===== src/rtl/ir_fmt_pkg.sv =====
// Shared instruction-register format: field bit positions, field-select
// codes, encoder state encoding and the signed-constant range helper.
package ir_fmt_pkg;

  localparam int OPC_MSB = 31;
  localparam int OPC_LSB = 27;
  localparam int RA_MSB  = 26;
  localparam int RA_LSB  = 23;
  localparam int RB_MSB  = 22;
  localparam int RB_LSB  = 19;
  localparam int RC_MSB  = 18;
  localparam int RC_LSB  = 15;
  localparam int C_MSB   = 18;
  localparam int C_LSB   = 0;

  typedef enum logic [1:0] {
    FIELD_OPC = 2'b00,
    FIELD_RA  = 2'b01,
    FIELD_RB  = 2'b10,
    FIELD_RC  = 2'b11
  } field_sel_e;

  typedef enum logic {
    COLLECT = 1'b0,
    EMIT    = 1'b1
  } enc_state_e;

  // A 32-bit constant fits the 19-bit signed C field when bits [31:18] are all equal.
  function automatic logic const_fits(input logic [31:0] value);
    return (&value[31:18]) || !(|value[31:18]);
  endfunction

endpackage


===== src/rtl/onehot16_to_bin4.sv =====
// Converts a 16-bit one-hot register select to its 4-bit index; the highest
// set bit wins, and 'invalid' flags zero or multiple set bits.
module onehot16_to_bin4 (
  input  logic [15:0] onehot,
  output logic [3:0]  index,
  output logic        invalid
);

  always_comb begin
    index = '0;
    for (int i = 0; i < 16; i++) begin
      if (onehot[i]) index = 4'(i);
    end
  end

  assign invalid = (onehot == '0) || ((onehot & (onehot - 16'd1)) != '0);

endmodule


===== src/rtl/ir_encoder.sv =====
// Assembles an instruction word from field beats and hands it downstream.
// Optional macro IR_ENC_CHECK_EN enables one-hot and constant-range checking.
module ir_encoder
  import ir_fmt_pkg::*;
(
  input  logic        clock,
  input  logic        clear,
  input  logic        in_valid,
  output logic        in_ready,
  input  logic [1:0]  field_sel,
  input  logic        use_const,
  input  logic [4:0]  opcode_in,
  input  logic [15:0] reg_onehot,
  input  logic [31:0] const_in,
  input  logic        last,
  output logic [31:0] ir_out,
  output logic        ir_valid,
  input  logic        ir_ready,
  output logic        err_out
);

`ifdef IR_ENC_CHECK_EN
  localparam bit CHECK_EN = 1'b1;
`else
  localparam bit CHECK_EN = 1'b0;
`endif

  enc_state_e  state;
  logic [31:0] work_word;
  logic [31:0] next_word;
  logic        err_flag;
  logic        beat_err;
  logic [3:0]  bin_idx;
  logic [3:0]  reg_idx;
  logic        reg_bad;

  onehot16_to_bin4 u_onehot (
    .onehot  (reg_onehot),
    .index   (bin_idx),
    .invalid (reg_bad)
  );

  // Working word with the current beat's field merged in, plus that beat's error.
  always_comb begin
    next_word = work_word;
    beat_err  = 1'b0;
    reg_idx   = (CHECK_EN && reg_bad) ? 4'd0 : bin_idx;
    case (field_sel_e'(field_sel))
      FIELD_OPC: next_word[OPC_MSB:OPC_LSB] = opcode_in;
      FIELD_RA: begin
        next_word[RA_MSB:RA_LSB] = reg_idx;
        beat_err = CHECK_EN && reg_bad;
      end
      FIELD_RB: begin
        next_word[RB_MSB:RB_LSB] = reg_idx;
        beat_err = CHECK_EN && reg_bad;
      end
      FIELD_RC: begin
        if (use_const) begin
          next_word[C_MSB:C_LSB] = const_in[18:0];
          beat_err = CHECK_EN && !const_fits(const_in);
        end else begin
          next_word[RC_MSB:RC_LSB]  = reg_idx;
          next_word[RC_LSB-1:C_LSB] = '0;
          beat_err = CHECK_EN && reg_bad;
        end
      end
    endcase
  end

  always_ff @(posedge clock or negedge clear) begin
    if (!clear) begin
      state     <= COLLECT;
      work_word <= '0;
      err_flag  <= 1'b0;
      ir_valid  <= 1'b0;
      in_ready  <= 1'b1;
    end else begin
      case (state)
        COLLECT: begin
          if (in_valid) begin
            work_word <= next_word;
            err_flag  <= err_flag | beat_err;
            if (last) begin
              state    <= EMIT;
              ir_valid <= 1'b1;
              in_ready <= 1'b0;
            end
          end
        end
        EMIT: begin
          if (ir_ready) begin
            state     <= COLLECT;
            work_word <= '0;
            err_flag  <= 1'b0;
            ir_valid  <= 1'b0;
            in_ready  <= 1'b1;
          end
        end
      endcase
    end
  end

  assign ir_out  = work_word;
  assign err_out = CHECK_EN & err_flag;

endmodule


===== config.mk =====
export PLATFORM = sky130hd
export DESIGN_NAME = ir_encoder
export DESIGN_NICKNAME = d
export VERILOG_FILES = /design/src/rtl/ir_fmt_pkg.sv /design/src/rtl/onehot16_to_bin4.sv /design/src/rtl/ir_encoder.sv
export SDC_FILE = /design/constraint.sdc
export NUM_CORES = 1
export LEC_CHECK = 0
export ABC_AREA = 0
export BUFFER_PORTS_ARGS = -buffer_cell sky130_fd_sc_hd__buf_2
export CORE_ASPECT_RATIO = 0.5
export CORE_UTILIZATION = 30
export CTS_CLUSTER_SIZE = 8
export DETAILED_ROUTE_END_ITERATION = 7
export HOLD_SLACK_MARGIN = 0.1
export RECOVER_POWER = 25
export SYNTH_ARGS = -nofsm -noshare
export SYNTH_HDL_FRONTEND = slang
export SYNTH_SLANG_ARGS = --single-unit

===== constraint.sdc =====
create_clock -name clock -period 1.3 [get_ports clock]
set_input_delay 0.26 -clock clock [delete_from_list [all_inputs] [get_ports clock]]
set_output_delay 0.26 -clock clock [all_outputs]
set_load 0.02 [all_outputs]

=== Word-level counts from Yosys, hierarchy flattened ===
Cells that the tools add are included.

* Register bits: 35
* Latch bits: 0
* Bits in writable memories: 0
* ROM bits: 0
* Input bits: 61
* Output and inout bits: 35
* Logic and storage cells: 59
* Memories kept: 0

* Add/subtract/negate cells: 0
* Multiply operators: 0
* Div/mod/pow operators: 0
* Magnitude comparators: 0
* Eq/ne operators: 10
* Shifts and indexed selects: 0
* Muxes and demuxes: 35
* Bitwise gates (word level): 1
* Reduce and logical (&&, ||, !) cells: 6

{| class="wikitable"
|+ Operator list
! kind !! count
|-
| two-way mux 32 bit || 2
|-
| one-hot mux 32 bit (2 select lines) || 1
|-
| two-way mux 4 bit || 10
|-
| two-way mux 19 bit || 2
|-
| AND reduction 3 bit || 5
|-
| two-way mux 3 bit || 4
|-
| two-way mux 1 bit || 10
|-
| != test 2 x 1 -> 1 bit (second input constant) || 4
|-
| != test 2 bit (second input constant) || 3
|-
| one-hot mux 1 bit (2 select lines) || 3
|-
| two-way mux 5 bit || 1
|-
| == test 2 bit (second input constant) || 2
|-
| two-way mux 2 bit || 2
|-
| == test 2 x 1 -> 1 bit (second input constant) || 1
|-
| logical NOT 2 bit || 1
|-
| NOT 1 bit || 1
|}

=== Depth between registers and ports, before layout ===
Gate-level depths: netlist (run 1).

* Depth in word-level cells: 19
* Gate-level depth with buffers: 7
* Gate-level depth less buffers: 4

=== Hierarchy ===
Synthesis (run 1) repeated with hierarchy kept, for this count alone.

* Cell total of the unflattened synthesis: 211
* Area total of the unflattened synthesis: 1931.9 um^2

{| class="wikitable"
|+ Modules (own cells, without submodules)
! module !! times used !! cells an instance !! area each (um^2) !! seq. area each (um^2)
|-
| ir_encoder || 1 || 161 || 1596.5 || 877.1
|-
| onehot16_to_bin4 || 1 || 50 || 335.3 || 0.0
|}

=== Least setup slack after synthesis (run 1) ===
OpenSTA, ideal clock, no wires.

* Path type: input-to-reg
* From: in reg_onehot[9]
* To: reg work_word[17] (netlist: ir_out[17])
* Library setup time: 0.092 ns
* Arrival time: 1.299 ns
* Required time: 1.208 ns
* Slack: -0.091 ns
* Stages: 4
* Buffers on the path: 0
* Cells stage by stage: or4_4 -> o21ba_1 -> o21a_1 -> o31ai_2

* Longest elaborated chain between the ends: 11

{| class="wikitable"
|+ RTL lines
! what !! line !! source
|-
| start, declared || ir_encoder.sv:13 || <nowiki>input logic [15:0] reg_onehot,</nowiki>
|-
| two-way mux 4 bit (7 in series) || onehot16_to_bin4.sv:12 || <nowiki>if (onehot[i]) index = 4'(i);</nowiki>
|-
| two-way mux 19 bit || ir_encoder.sv:59 || <nowiki>if (use_const) begin</nowiki>
|-
| two-way mux 19 bit || ir_encoder.sv:48 || <nowiki>case (field_sel_e'(field_sel))</nowiki>
|-
| two-way mux 32 bit || ir_encoder.sv:81 || <nowiki>if (in_valid) begin</nowiki>
|-
| one-hot mux 32 bit (2 select lines) || ir_encoder.sv:79 || <nowiki>case (state)</nowiki>
|-
| end signal, assigned || ir_encoder.sv:82 || <nowiki>work_word <= next_word;</nowiki>
|-
| end, declared || ir_encoder.sv:29 || <nowiki>logic [31:0] work_word;</nowiki>
|}

Every way passes these cells. The select of a mux whose other input is x is not followed.
A chain may end at the register's enable or synchronous reset.

=== Final worst setup path (run 1) ===
* From: reg state
* To: reg work_word[15] (netlist: ir_out[15])

* Longest elaborated chain between the ends: 3
* Elaborated cells between the ends (all ways): 6
* Those cells by class: eq/ne (3); mux (1); bitwise (1); reduce/logical (1)

{| class="wikitable"
|+ RTL lines
! what !! line !! source
|-
| start, declared || ir_encoder.sv:28 || <nowiki>enc_state_e state;</nowiki>
|-
| start signal, assigned || ir_encoder.sv:73 || <nowiki>state <= COLLECT;</nowiki>
|-
| start signal, assigned || ir_encoder.sv:85 || <nowiki>state <= EMIT;</nowiki>
|-
| start signal, assigned || ir_encoder.sv:93 || <nowiki>state <= COLLECT;</nowiki>
|-
| NOT 1 bit || -- ||
|-
| != test 2 x 1 -> 1 bit (no source line) / != test 2 bit (equally long branches) || -- ||
|-
| AND reduction 3 bit (no source line) || -- ||
|}

Parallel ways exist; a longest one is shown, timed or not.

==> results of run 1 <==
-- registers in the layout, indices dropped and copies added, names as in the netlist --
signal and flops:
in_ready 1, ir_valid 1, state 1, ir_out 32
-- cell type report --
class | count | area [sq um]
Tap cell | 70 | 87.6
Inverter | 5 | 18.8
Timing Repair Buffer | 109 | 676
Clock buffer | 7 | 76.3
Fill cell | 508 | 2530
Sequential cell | 35 | 878
Multi-Input combinational cell | 132 | 820
Clock inverter | 1 | 5.00
-- worst max-delay path, stage by stage, from the launching register on --
cell and delay [ps]:
dfrtp_2 460, nor2b_4 140, buf_4 130, a32oi_4 120, buf_12 190, o31ai_2 230
-- where the power goes --
part,internal [W],total [W],leakage (nW),switching (W)
Combinational,0.000409,0.00101,0.791,0.000603
Sequential,0.00128,0.00138,0.450,0.000101
Clock,0.000376,0.000753,0.0422,0.000377
-- synth_stat cells (3+ instances only) --
library cell  count  area, sq um
nand2b_1          6         37.5
inv_1             5         18.8
o21ai_0          26          130
dfrtp_1          34          851
clkbuf_1          3         11.3
o31ai_1           4         30.0
nor2_1            9         33.8
nand2_1          45          169
nand3_1           6         30.0
buf_2             5         25.0
a21oi_1           4         20.0
nor2b_1           3         18.8
-- cell usage in the layout (no fill, tap or decap), drive strengths merged --
| master | count |
|---|---|
| o31ai | 5 |
| dfrtp | 34 |
| a32oi | 1 |
| a221oi | 1 |
| buf | 108 |
| conb | 1 |
| o31a | 1 |
| a22oi | 2 |
| nand3 | 6 |
| clkbuf | 7 |
| inv | 5 |
| nor4 | 2 |
| nand2b | 6 |
| nor2 | 9 |
| o21ba | 1 |
| a211oi | 1 |
| o21ai | 26 |
| or4 | 3 |
| o41ai | 2 |
| a21oi | 5 |
| nand2 | 45 |
| clkinv | 1 |
| a21o | 1 |
| nand3b | 2 |
| nor3 | 1 |
| dlygate4sd3 | 1 |
| nor4b | 1 |
| o21a | 2 |
| dfstp | 1 |
| o22ai | 1 |
| nor3b | 1 |
| mux2i | 1 |
| a2111oi | 2 |
| nor2b | 3 |
-- per-stage QoR --
step / area (sq um) / TNS, ps / std cells / utilization [%] / hold slack, ps
2_1_floorplan: 1650 / -156 / 180 / - / -35.6
3_3_place_gp: 2310 / -3180 / 347 / 45.4 / 225
3_5_place_dp: 2310 / -3820 / 347 / 45.4 / 229
4_1_cts: 2450 / -96.9 / 358 / 48.1 / 205
5_1_grt: 2560 / -2370 / 359 / 50.3 / 194
6_report: 2560 / -538 / 359 / 50.3 / 202
-- cells by family after synthesis --
logic type | Yosys count | synth area share, %
multiplexers | 1 | 0.613
AO/OA/AOI/OAI | 50 | 19.3
flip-flops | 35 | 53.7
AND/OR/NAND/NOR | 79 | 22.4
other | 1 | 0.229
buffers and inverters | 14 | 3.83
-- routing by layer --
metal  GRT usage [%]  vias up
li1                -      847
met1            20.9      766
met2            28.7       41
met3            3.15        5
met4            4.86        0
met5               0        -
-- what timing repair did --
item / 4_1_cts / 5_1_grt
hold endpoints to repair: 16 / 0
buffers inserted: 1 / 1
cloned: 1 / 0
resized for setup: 9 / 25
endpoints found under the setup margin: 18 / 29
pin swaps: 7 / 5
hold buffers: 1 / 0
-- worst min-delay path by stage --
stage / start / end
after global routing: const_in[12] / ir_out[12]
after floorplan: clear / ir_out[0]
after detailed placement: clear / ir_out[26]
final: const_in[8] / ir_out[8]
after global placement: clear / ir_out[26]
after CTS: const_in[10] / ir_out[10]
==> results.yml, run 1 <==
status:
  outcome: "complete, but fails checks"
  failed_checks: "negative setup slack"
sta:
  fin_crit_ps: 1360
  layout_setup_ws_ps: -60.5
  rsz0062_at_grt: "true"
  skew_ps: 3.90
  maxSlewViolCount: 0
  fmax_mhz: 735
  fin_crit_sh_pct: 105
  setup_viol: 21
  hold_viol_final: 0
routing:
  drt-total-wl_um: 4530
  drtPass1Iterations: 4
  detail_route.iter0.violations: 67
  via_count: 1659
  wl_met1_um: 2020
  wl_per_cell_um: 12.6
  ant_nets: 0
  wl_met3_um: 186
  vias_per_cell: 4.62
  top_layer: "met4"
  wl_met2_um: 2290
  drcViolationCount: 0
worst_setup_path:
  cp.required_ps: 1490
  startpoint: "state"
  cp-end-kind: "flip-flop"
  r2r-end: "ir_out[15]"
  startpoint_type: "flip-flop"
  cp.arrival_ps: 1550
  reg2reg_from: "state"
  worstPathMaxFanout: 24
  ff2ff_setup_slack_ps: -60
  path_class: "flip-flop to flip-flop"
  critPathCapture: "ir_out[15]"
  reg2regPathDepth: 5
clock_network:
  clock_latency_ps: 280
  cts_root_buffer: "clkbuf_8"
  clock_sinks: 35
  cts_buffers: 5
  cts_tree: "built"
  htree_levels: 2
  clock_path_buffers: 2
  path_clk_slew_ps: 70
synth:
  synth_seq_cells: 35
  synthCells: 180
  synth-edff-count: 0
  synth_cell_types: 36
  ys_async_sr_fraction_pct: 100
  syn-num-nets: 241
  synth_area_sq_um: 1630
  synth_warnings: 0
  ys.flop_type: "dfrtp_1"
  syn_area_per_cell_sq_um: 9.08
  yosysSeqAreaShare_pct: 53.7
global_route:
  grt_pass1_vias: 1533
  grt.total_usage_pct: 16.3
  grt_overflow: 0
  grt_pass1_wl_um: 7220
  grt_max_degree: 25
  antenna_found_initial: 0
hold_path:
  min_path_type: "input pin to flip-flop"
  hold_depth: 3
floorplan:
  io_pins: 96
  core_area_sq_um: 5090
  dieArea_sq_um: 5760
  dieHeight_um: 54.2
  num_rows: 18
  initial_core_util_pct: 32.1
  die_w_um: 106
finish:
  fin_nets: 349
  final_layout_size_suffix_gt1_share_pct: 46.4
  area_delta_synth_final_pct: 56.7
  antenna_cells: 0
job:
  max_cap_viol_count: 0
power:
  finalPower_w: 0.00315
  leakagePower_nw: 1.28
  vdd_drop_max_v: 0.000589
  p_per_area_nw_per_um2: 1230
placed_design:
  post-place-ws_ps: -347
  io_buffers: 80
  place.gp.congestion: 0.858
  hpwl_um: 3340
Note: power is estimated with default switching activity, not from simulation.
==> run 2, diff against run 1 <==
--- a/config.mk
+++ b/config.mk
@@ -8,7 +8,7 @@
 export ABC_AREA = 0
 export BUFFER_PORTS_ARGS = -buffer_cell sky130_fd_sc_hd__buf_2
 export CORE_ASPECT_RATIO = 0.5
-export CORE_UTILIZATION = 30
+export CORE_UTILIZATION = 25
 export CTS_CLUSTER_SIZE = 8
 export DETAILED_ROUTE_END_ITERATION = 7
 export HOLD_SLACK_MARGIN = 0.1
==> results.yml, run 2 (synthesis gave the netlist of run 1 again) <==
finish:
  final_core_util_pct: 41.0
  area_delta_synth_final_pct: 55.1
  layout_common_cells: "buf_2 (80), nand2_1 (42), dfrtp_1 (33)"
  fillCellCount: 667
  antenna_cells: 0
  largest_reg_flops: 32
  final_layout_size_suffix_gt1_share_pct: 44.4
  fin_nets: 344
  final_common_cell: "buf_2"
global_route:
  antenna_found_initial: 0
  grt_pass1_wl_um: 7150
  grt_pass1_vias: 1567
  grt_max_degree: 36
  grt_overflow: 0
  grt.total_usage_pct: 13.6
worst_setup_path:
  reg2reg_from: "state"
  cp-end-kind: "flip-flop"
  cp.arrival_ps: 1460
  startpoint_type: "flip-flop"
  path_class: "flip-flop to flip-flop"
  cp.required_ps: 1430
  r2r-end: "ir_out[23]"
  ff2ff_setup_slack_ps: -30
  startpoint: "state"
  worstPathMaxFanout: 8
  critPathCapture: "ir_out[23]"
  reg2regPathDepth: 5
routing:
  drtPass1Iterations: 4
  drcViolationCount: 0
  vias_per_cell: 4.44
  via_count: 1652
  wl_per_cell_um: 12.3
  drt-total-wl_um: 4580
  ant_nets: 0
  detail_route.iter0.violations: 64
clock_network:
  clock_latency_ps: 280
  cts_root_buffer: "clkbuf_16"
  clock_path_buffers: 2
  path_clk_slew_ps: 60
  htree_levels: 2
  cts_tree: "built"
  clock_sinks: 35
  cts_buffers: 5
power:
  leakagePower_nw: 1.28
  clock_power_share_pct: 34.4
  vdd_drop_max_v: 0.000442
  finalPower_w: 0.00361
  internal_power_w: 0.00249
  pwr-share-seq_pct: 38.4
  swShare_pct: 31.1
  p_per_area_nw_per_um2: 1420
  switchingPower_w: 0.00112
  power_frac_comb_pct: 27.2
placed_design:
  place.gp.congestion: 0.809
  hpwl_um: 3540
  post-place-ws_ps: -278
  io_buffers: 80
sta:
  skew_ps: 4.69
  worst_slew_pin_slew_ps: 579
  fmax_mhz: 754
  final.setup.tns_ps: -44.8
  rsz0062_at_grt: "true"
  fin_crit_sh_pct: 102
  setup_viol: 3
  slew_headroom_pct: 60.9
  hold_viol_final: 0
  layout_setup_ws_ps: -26.5
  fin_crit_ps: 1330
  maxSlewViolCount: 0
floorplan:
  die_w_um: 116
  dieArea_sq_um: 6880
  core_area_sq_um: 6180
  dieHeight_um: 59.2
  num_rows: 20
  io_pins: 96
  initial_core_util_pct: 26.4
job:
  max_cap_viol_count: 0
status:
  outcome: "complete, but fails checks"
  failed_checks: "negative setup slack"
hold_path:
  min_path_type: "input pin to flip-flop"
run 2: worst min path at each step:
| stage | from | to | cells after the start |
|---|---|---|---|
| 3_3_place_gp | clear | ir_out[12] | 2 |
| 3_5_place_dp | clear | ir_out[10] | 2 |
| 2_1_floorplan | clear | ir_out[0] | 0 |
| 4_1_cts | const_in[14] | ir_out[14] | 3 |
| 5_1_grt | const_in[12] | ir_out[12] | 3 |
| 6_report | const_in[8] | ir_out[8] | 3 |
run 2: cell type report:
class,count,area [sq um],share of cell area [%]
multi-input cells,131,744,29.4
inverters,5,18.8,0.740
flip-flops and latches,35,878,34.6
well taps,88,110,4.34
repair buffers,105,627,24.7
clock buffers,8,156,6.17
run 2: critical path, stage by stage, from the launching register on:
cell,delay [ps]
dfrtp_2,450
nor2b_4,140
buf_6,100
nand3b_1,230
nor2_1,180
a22oi_1,70
run 2: timing repair:
action / 4_1_cts / 5_1_grt
setup endpoints to repair: 23 / 32
setup buffers: 0 / 1
pin swaps: 4 / 5
endpoints found under the hold margin: 34 / 0
hold buffers: 1 / 0
gates resized for setup: 8 / 24
cloned: 0 / 0
run 2: power groups by stage:
stage	Combinational [W]	Sequential [W]	Clock (W)
5_1_grt	0.00107	0.00141	0.00132
3_5_place_dp	0.000950	0.00140	0
4_1_cts	0.000968	0.00139	0.00126
6_report	0.000982	0.00139	0.00124
3_3_place_gp	0.000934	0.00139	0
2_1_floorplan	0.000281	0.00162	0
run 2: routing by layer:
layer	track usage (%)	wire, um	vias up
met3	2.76	174	2
met2	24.2	2310	31
li1	-	-	832
met1	16.4	2070	787
met4	5.49	21	0
met5	0	0	-
run 2: per-stage QoR:
| stage | instance area (sq um) | hold WS, ps | std cells |
|---|---|---|---|
| final | 2530 | 215 | 372 |
| after global routing | 2530 | 226 | 372 |
| after CTS | 2500 | 222 | 371 |
| after detailed placement | 2320 | 237 | 362 |
| after global placement | 2320 | 235 | 362 |
| after floorplan | 1650 | -35.6 | 180 |
